$ cat config.mk
export PLATFORM = sky130hd
export DESIGN_NAME = mem_arbiter
export DESIGN_NICKNAME = d
export VERILOG_FILES = /design/src/rtl/mem_arbiter.sv
export SDC_FILE = /design/constraint.sdc
export NUM_CORES = 1
export LEC_CHECK = 0
export BUFFER_PORTS_ARGS = -buffer_cell sky130_fd_sc_hd__buf_2
export CAP_MARGIN = 0
export CORE_AREA = 5 5 225 227
export DETAILED_ROUTE_END_ITERATION = 16
export DIE_AREA = 0 0 230 232
export PLACE_DENSITY = 0.43
export RECOVER_POWER = 25
export SYNTH_ARGS = -nofsm -noshare
export SYNTH_HDL_FRONTEND = slang
export SYNTH_SLANG_ARGS = --single-unit
$ cat constraint.sdc
create_clock -name clk_mem -period 5.1 [get_ports clk_mem]
set_clock_uncertainty 0.2 [all_clocks]
set_input_delay 0.255 -clock clk_mem [delete_from_list [all_inputs] [get_ports clk_mem]]
set_output_delay 0.255 -clock clk_mem [all_outputs]
set_load 0.02 [all_outputs]
$ cat src/rtl/mem_arbiter.sv
// mem_arbiter
//   Round-robin scheduler that shares one memory port (command / write-data /
//   read-data streams) between num_ports burst requesters. One requester is
//   granted at a time: its command is issued, then exactly len words are
//   steered between it and memory before arbitration runs again.
//
// Ports
//   reset, clk_mem              async active-low reset, rising-edge clock
//   req_valid/ready/rnw/addr/len  per-port burst request (ready is a one-cycle pulse)
//   wr_data/valid/ready         per-port write words, routed to mem_wr_*
//   rd_data/valid/ready         read words from mem_rd_*, data broadcast, valid one-hot
//   mem_cmd_data/valid/ready    {read_not_write, address, length}
//   mem_wr_*, mem_rd_*          memory data streams
//   grant                       index of current / last owner
//   busy                        high whenever not idle
//
// state | meaning
// IDLE  | scanning requests from rr pointer; zero-length requests acked here
// CMD   | presenting latched command, waiting for mem_cmd_ready
// WRITE | passing granted port's write words to memory
// READ  | passing memory read words to granted port
module mem_arbiter #(
   parameter int num_ports  = 4,
   parameter int mem_width  = 32,
   parameter int addr_width = 32,
   parameter int len_width  = 32,
   localparam int gw        = $clog2(num_ports),
   localparam int cmd_width = 1 + addr_width + len_width
) (
   input  logic                             reset,
   input  logic                             clk_mem,
   input  logic [num_ports-1:0]             req_valid,
   output logic [num_ports-1:0]             req_ready,
   input  logic [num_ports-1:0]             req_rnw,
   input  logic [num_ports*addr_width-1:0]  req_addr,
   input  logic [num_ports*len_width-1:0]   req_len,
   input  logic [num_ports*mem_width-1:0]   wr_data,
   input  logic [num_ports-1:0]             wr_valid,
   output logic [num_ports-1:0]             wr_ready,
   output logic [mem_width-1:0]             rd_data,
   output logic [num_ports-1:0]             rd_valid,
   input  logic [num_ports-1:0]             rd_ready,
   output logic [cmd_width-1:0]             mem_cmd_data,
   output logic                             mem_cmd_valid,
   input  logic                             mem_cmd_ready,
   output logic [mem_width-1:0]             mem_wr_data,
   output logic                             mem_wr_valid,
   input  logic                             mem_wr_ready,
   input  logic [mem_width-1:0]             mem_rd_data,
   input  logic                             mem_rd_valid,
   output logic                             mem_rd_ready,
   output logic [gw-1:0]                    grant,
   output logic                             busy
);

   typedef enum logic [1:0] {IDLE, CMD, WRITE, READ} state_t;

   state_t                state_q;
   logic [gw-1:0]         rr_q;
   logic [gw-1:0]         grant_q;
   logic                  rnw_q;
   logic [addr_width-1:0] addr_q;
   logic [len_width-1:0]  len_q;
   logic [len_width-1:0]  cnt_q;

   logic                  win_found;
   logic [gw-1:0]         win_idx;
   logic [len_width-1:0]  win_len;
   int                    cand;
   logic                  xfer;
   logic                  last_word;

   function automatic logic [gw-1:0] wrap_inc(input logic [gw-1:0] x);
      return (x == gw'(num_ports - 1)) ? '0 : x + gw'(1);
   endfunction

   // first requesting port at or after the rr pointer, wrapping
   always_comb begin
      win_found = 1'b0;
      win_idx   = '0;
      cand      = 0;
      for (int i = 0; i < num_ports; i++) begin
         cand = (int'(rr_q) + i) % num_ports;
         if (!win_found && req_valid[cand[gw-1:0]]) begin
            win_found = 1'b1;
            win_idx   = cand[gw-1:0];
         end
      end
   end

   assign win_len   = req_len[win_idx*len_width +: len_width];
   assign last_word = (cnt_q == len_q - len_width'(1));

   always_comb begin
      xfer = 1'b0;
      if (state_q == WRITE)
         xfer = wr_valid[grant_q] && mem_wr_ready;
      else if (state_q == READ)
         xfer = mem_rd_valid && rd_ready[grant_q];
   end

   always_ff @(posedge clk_mem or negedge reset) begin
      if (!reset) begin
         state_q <= IDLE;
         rr_q    <= '0;
         grant_q <= '0;
         rnw_q   <= 1'b0;
         addr_q  <= '0;
         len_q   <= '0;
         cnt_q   <= '0;
      end else begin
         case (state_q)
            IDLE: begin
               if (win_found) begin
                  grant_q <= win_idx;
                  rnw_q   <= req_rnw[win_idx];
                  addr_q  <= req_addr[win_idx*addr_width +: addr_width];
                  len_q   <= win_len;
                  if (win_len == '0)
                     rr_q <= wrap_inc(win_idx);
                  else
                     state_q <= CMD;
               end
            end
            CMD: begin
               if (mem_cmd_ready) begin
                  cnt_q   <= '0;
                  state_q <= rnw_q ? READ : WRITE;
               end
            end
            WRITE, READ: begin
               if (xfer) begin
                  cnt_q <= cnt_q + len_width'(1);
                  if (last_word) begin
                     state_q <= IDLE;
                     rr_q    <= wrap_inc(grant_q);
                  end
               end
            end
            default: state_q <= IDLE;
         endcase
      end
   end

   // data paths are zero-cycle pass-through; everything is gated by state
   always_comb begin
      req_ready    = '0;
      wr_ready     = '0;
      rd_valid     = '0;
      mem_wr_valid = 1'b0;
      mem_rd_ready = 1'b0;
      case (state_q)
         IDLE: begin
            // zero-length requests complete here; reset gating keeps this
            // quiet while the block is held in reset
            if (reset && win_found && (win_len == '0))
               req_ready[win_idx] = 1'b1;
         end
         CMD:   req_ready[grant_q] = mem_cmd_ready;
         WRITE: begin
            mem_wr_valid      = wr_valid[grant_q];
            wr_ready[grant_q] = mem_wr_ready;
         end
         READ: begin
            rd_valid[grant_q] = mem_rd_valid;
            mem_rd_ready      = rd_ready[grant_q];
         end
         default: ;
      endcase
   end

   assign mem_cmd_valid = (state_q == CMD);
   assign mem_cmd_data  = {rnw_q, addr_q, len_q};
   assign mem_wr_data   = wr_data[grant_q*mem_width +: mem_width];
   assign rd_data       = mem_rd_data;
   assign grant         = grant_q;
   assign busy          = (state_q != IDLE);

endmodule

== Word-level counts from Yosys, hierarchy flattened ==
Cells that the tools add are included.
Widths: inputs -> output; s select.

* Bits in registers: 103
* Input bits: 437
* Output and inout bits: 147
* Logic and storage cells: 113

* Add/sub/neg operators: 7
* $lt $le $gt $ge: 8
* Equal/unequal tests: 12
* Shift operators: 3
* Multiplexer cells: 51
* Bitwise gates (word level): 3
* Reductions and logical operators: 22

{| class="wikitable"
|+ Operators by type and width
! kind !! count
|-
| $shiftx 128x8->32 || 3
|-
| $mux 32 || 2
|-
| $pmux 32 s2 || 1
|-
| $add 32x1->32 const B || 1
|-
| $eq 32x32->1 || 1
|-
| $logic_not 32->1 || 1
|-
| $sub 32x1->32 const B || 1
|-
| $mux 2 || 15
|-
| $lt 2x3->1 const B || 6
|-
| $mux 1 || 18
|-
| $bmux 1 s2 || 7
|-
| $and 4x4->4 || 3
|-
| $mux 4 || 3
|-
| $ne 2x2->1 const B || 5
|-
| $reduce_and 5->1 || 2
|-
| $logic_and 1x1->1 || 9
|-
| $eq 2x2->1 const B || 4
|-
| $pmux 4 s2 || 1
|-
| $add 2x1->2 const B || 3
|-
| $pmux 2 s3 || 1
|-
| $reduce_bool 2->1 || 3
|-
| $add 2x2->2 const B || 2
|-
| $demux 1 s2 || 2
|-
| $ge 2x1->1 const B || 2
|-
| 8 further kinds || 10
|}

== Depth between registers and ports, before layout ==
* Depth in word-level cells: 18
* Mapped depth: 13
* Depth with buffers taken out: 12

== Least setup slack after synthesis ==
Ideal clock, no wire load.

* Path kind: register to register
* Start: register len_q[0]
* End: register rr_q[0]
* Library setup time: 0.127 ns
* Arrival: 3.045 ns
* Required time: 4.773 ns
* Setup slack: 1.727 ns
* Stages on the path, launching flop included: 13
* Buffers on the path: 0
* Clock period less this slack: 3.373 ns
* Path through: dfrtp_1 > inv_1 > ha_1 > nor3b_2 > nand4_1 > or3_1 > a21oi_1 > nand2_1 > nor4_1 > nand4_1 > a2111oi_1 > a2bb2o_4 > mux2_1

* Cells in the longest elaborated chain, start to end: 4

{| class="wikitable"
|+ Ends and longest elaborated chain
! what !! RTL line !! text
|-
| start: declaration || 63 || <nowiki>logic [len_width-1:0] len_q;</nowiki>
|-
| start signal: assignment || 118 || <nowiki>len_q <= win_len;</nowiki>
|-
| $sub 32x1->32 || 92 || <nowiki>assign last_word = (cnt_q == len_q - len_width'(1));</nowiki>
|-
| $eq 32x32->1 || 92 ||
|-
| $ne 2x2->1 (no line) || n/a ||
|-
| $reduce_and 5->1 (no line) || n/a ||
|-
| end signal: assignment || 120 || <nowiki>rr_q <= wrap_inc(win_idx);</nowiki>
|-
| end signal: assignment || 136 || <nowiki>rr_q <= wrap_inc(grant_q);</nowiki>
|-
| end: declaration || 59 || <nowiki>logic [gw-1:0] rr_q;</nowiki>
|}

Every way passes these cells.
A chain may end at the register's enable or synchronous reset.

== Worst setup path after layout ==
* Start: register rr_q[1]
* End: output req_ready[0]

* Cells in the longest elaborated chain, start to end: 18
* Elaborated cells on any way between the ends: 36
* Those cells by class: add/sub: 3; order compare: 2; shift: 1; mux: 20; reduce/logical: 10

{| class="wikitable"
|+ Ends and longest elaborated chain
! what !! RTL line !! text
|-
| branches (longest 16 deep; another with $add 2x1->2) || n/a ||
|-
| $mux 4 * || 156 || <nowiki>if (reset && win_found && (win_len == '0))</nowiki>
|-
| $pmux 4 s2 * || 152 || <nowiki>case (state_q)</nowiki>
|-
| end: declaration || 33 || <nowiki>output logic [num_ports-1:0] req_ready,</nowiki>
|}

Every way passes the cells marked *. The select of a mux whose other input is x is not followed.

==> summary.txt <==
Synth
  – Main area contributors after synthesis: dfrtp_1, nand2_1, mux4_2, mux2i_1, o21ai_0
  – Syn_nets: 1544
  – Part of the Yosys area used for sequential elements: 29.1%
  – Synth area leader: dfrtp_1
  – Post-synth EDFFs: 0
  – Synth top area share: 29.1%
  – Syn avg cell area: 8.08 um^2
  – Synthesized area: 8860 um^2
  – Most common flop cell mapped by yosys: dfrtp_1
  – Count leader, synth: nand2_1
  – Yosys reg bits: 103
  – Ys Warns: 0
  – Commonest cells post-synth: nand2_1, o21ai_0, dfrtp_1
  – Cells after Synth: 1097
  – Ys async rst share: 100%
  – Netlist cell types: 61

Floorplan
  – Die width: 230 um
  – DIE AREA: 53400 um^2
  – Die height: 232 um
  – Floorplan core area: 48400 um^2
  – # rows: 81
  – Initial Utilization: 18.3%
  – Ports: 584

STA
  – Min Tclk post-route: 4.85 ns
  – Fmax: 0.206 GHz
  – Part of the cycle the worst path needs: 95.1%
  – Pins over their slew limit: 42
  – TNS Setup: 0 ns
  – Final setup vio count: 0
  – Final Hold Vio Count: 0
  – Hold Slack: 0.0515 ns
  – Slew Limit Headroom: -73.3%
  – Unrepaired setup endpoints after global routing: false
  – Worst slew pin tran: 2.60 ns

Clock tree
  – H-tree lvl count: 3
  – Postcts setup bufs: 0
  – Root Driver: clkbuf_16
  – CTS buffer count: 9
  – Clock Tree Buf Depth: 2
  – Clock Latency Late Sink: 0.39 ns
  – Worst-path clk slew: 0.08 ns
  – CTS Sinks: 103
  – TritonCTS clock tree: done
  – PostCTS Resize Cnt: 0

Pwr
  – Maximum vdd drop: 0.000144 V
  – Sw Ratio: 38.7%
  – Int Power: 0.00170 W
  – Clock network fraction of total power: 27.0%
  – Leakage: 5.85 nW
  – Power, Total: 0.00277 W
  – Power share of the combinational group: 36.1%
  – Net load switching power: 0.00107 W
  – Power Dens Cells: 227 nW/um^2
  – Part of the power in registers: 36.9%

Finish
  – Layout cells sized above 1: 39.4%
  – Final Util: 25.2%
  – Final instance count without filler cells: 2192
  – # nets final: 2000
  – P&R area growth vs syn: 38.0%

Worst setup path
  – Worst reg2reg path endpoint: rr_q[1]$_DFFE_PN0P_
  – Crit path top cell by count: mux2i_1
  – R2R cell count: 13
  – Reg-to-Reg Start: len_q[0]$_DFFE_PN0P_
  – Max Fanout on Critical Path: 17
  – Crit path DAT: 4.39 ns
  – CP Capture Type: output pin
  – Family with the most delay on the worst path: simple AND/OR/NAND/NOR gates
  – FF-to-FF setup slack: 0.75 ns
  – CP max-delay cell: nor3_4
  – WP buf/inv: 2
  – Crit Path Category: reg -> out
  – Worst setup SP type: register
  – Required time worst endpoint: 4.64 ns
  – CP Cell Sequence: mux2i_1, nor2_1, nor3_4, buf_12, mux2i_1, nor4_1, nand4_1, or4_1, nor3_2, a22o_1, buf_2
  – CP max stage delay: 0.70 ns

Placement
  – Placed Cells: 2163
  – Dpl hpwl: 43.2 mm
  – Port Buffers: 519
  – RePlAce Congestion: 0.952

Detailed routing
  – Vias/cell: 4.52
  – Final WL: 50.3 mm
  – Drt pass-1 iters: 4
  – Post-route ant nets: 0
  – Met2 wire length: 24.0 mm
  – Met3 wire length: 2.93 mm
  – WL/cell: 22.9 um
  – Drt initial violations: 405
  – Vias: 9918
  – Wire length on met1: 22.4 mm
  – Top Layer Used: met5
  – DRC viols: 0

Global routing
  – Antenna violations before repair: 26
  – Vias in the first global route: 10200
  – First-pass GRT wire length: 72.0 mm
  – GRT Total Usage: 18.2%
  – GRT Residual Overflow: 0
  – Pin count of the biggest net entering global routing: 65

Run
  – # Max-Cap Violations: 1

Hold path
  – Min-Delay Path Class: in -> reg
  – Hold path depth: 5
  – Hold EP: addr_q[27]$_DFFE_PN0P_
  – Startpoint of the worst hold path: req_addr[59]

Run status
  – Status: finished, violations left
  – Failing checks: capacitance limit, slew limit
logic make-up (layout without fill, tap and decap cells):
logic type,Yosys count,in the layout,share of synthesized area [%]
XOR/XNOR,64,64,6.32
AND/OR/NAND/NOR,527,527,27.6
other,0,12,0
multiplexers,120,120,18.7
buffers and inverters,111,572,6.55
AO/OA/AOI/OAI,162,162,10.3
adder cells (fa/ha/maj),10,10,1.41
flip-flops,103,103,29.1
state kept, by name, summed over array words and instances, names as in the netlist:
name,flops
addr_q,32
cnt_q,32
len_q,32
grant,2
rr_q,2
state_q,2
rnw_q,1
cell usage in the layout, fill, tap and decap left out, drive strengths merged, types with 2 or more instances in the layout:
master,instances
or2,5
a22o,6
mux2,26
nor2b,7
or3b,2
diode,12
nor3,14
xor2,33
clkinvlp,2
nand3,62
dfrtp,103
mux2i,60
nand2,294
o31ai,2
inv,14
clkinv,2
nand4b,6
a31oi,4
nand2b,3
a21oi,20
or4,9
nor4,12
a2111oi,4
clkbuf,28
and3,9
xnor2,31
nand4,17
or3,11
and2,11
nor2,52
ha,10
mux4,34
nor4b,2
o21ai,115
nor3b,3
buf,524
and4,6
worst reg2reg max path, delay by kind of cell, from the launching register on:
kind,cells,cell delay [ns]
fa+ha+maj,1,0.20
mux,1,0.32
compound gates,3,0.85
flops,1,0.49
simple gates,6,1.84
buf+inv,2,0.33
worst max path at each step:
stage	start	to	slack [ns]	cells past startpoint
after floorplan	len_q[0]$_DFFE_PN0P_	rr_q[0]$_DFFE_PN0P_	1.73	12
after global placement	rr_q[1]$_DFFE_PN0P_	req_ready[0]	0.69	11
after detailed placement	rr_q[1]$_DFFE_PN0P_	req_ready[0]	0.62	11
after CTS	rr_q[1]$_DFFE_PN0P_	req_ready[0]	0.18	11
after global routing	rr_q[1]$_DFFE_PN0P_	req_ready[0]	0.06	11
final	rr_q[1]$_DFFE_PN0P_	req_ready[0]	0.25	11
layer usage:
metal  vias to the layer above  global-route usage (%)
met4                        10                    3.98
met5                         -                       0
met3                        51                    4.23
met2                       327                    30.7
li1                       4745                       -
met1                      4785                    24.0
power by group through the flow:
stage | Sequential [W] | Combinational [W] | Clock [W]
6_report | 0.00102 | 0.000999 | 0.000748
4_1_cts | 0.00103 | 0.00102 | 0.000787
3_5_place_dp | 0.00104 | 0.00101 | 0
2_1_floorplan | 0.00107 | 0.000518 | 0
3_3_place_gp | 0.00104 | 0.00101 | 0
5_1_grt | 0.00104 | 0.00110 | 0.000813
per-stage QoR:
step	setup slack [ns]	area (um^2)
final	0.251	12200
after floorplan	1.73	8860
after global routing	0.0647	12200
after CTS	0.179	12200
after detailed placement	0.622	11900
after global placement	0.686	11900
layout make-up:
type                            count  area (um^2)
Antenna cell                       12         30.0
Clock buffer                       10          229
Clock inverter                      6         67.6
Fill cell                        5456        36200
Inverter                           13         50.0
Multi-Input combinational cell    883         5710
Sequential cell                   103         2580
Tap cell                          622          778
Timing Repair Buffer              543         2780
repair_timing:
action                                  4_1_cts  5_1_grt
hold endpoints to repair                     39        0
hold buffers                                  1        0
endpoints found under the setup margin        0        0
Power figures use the tool's default switching activity.
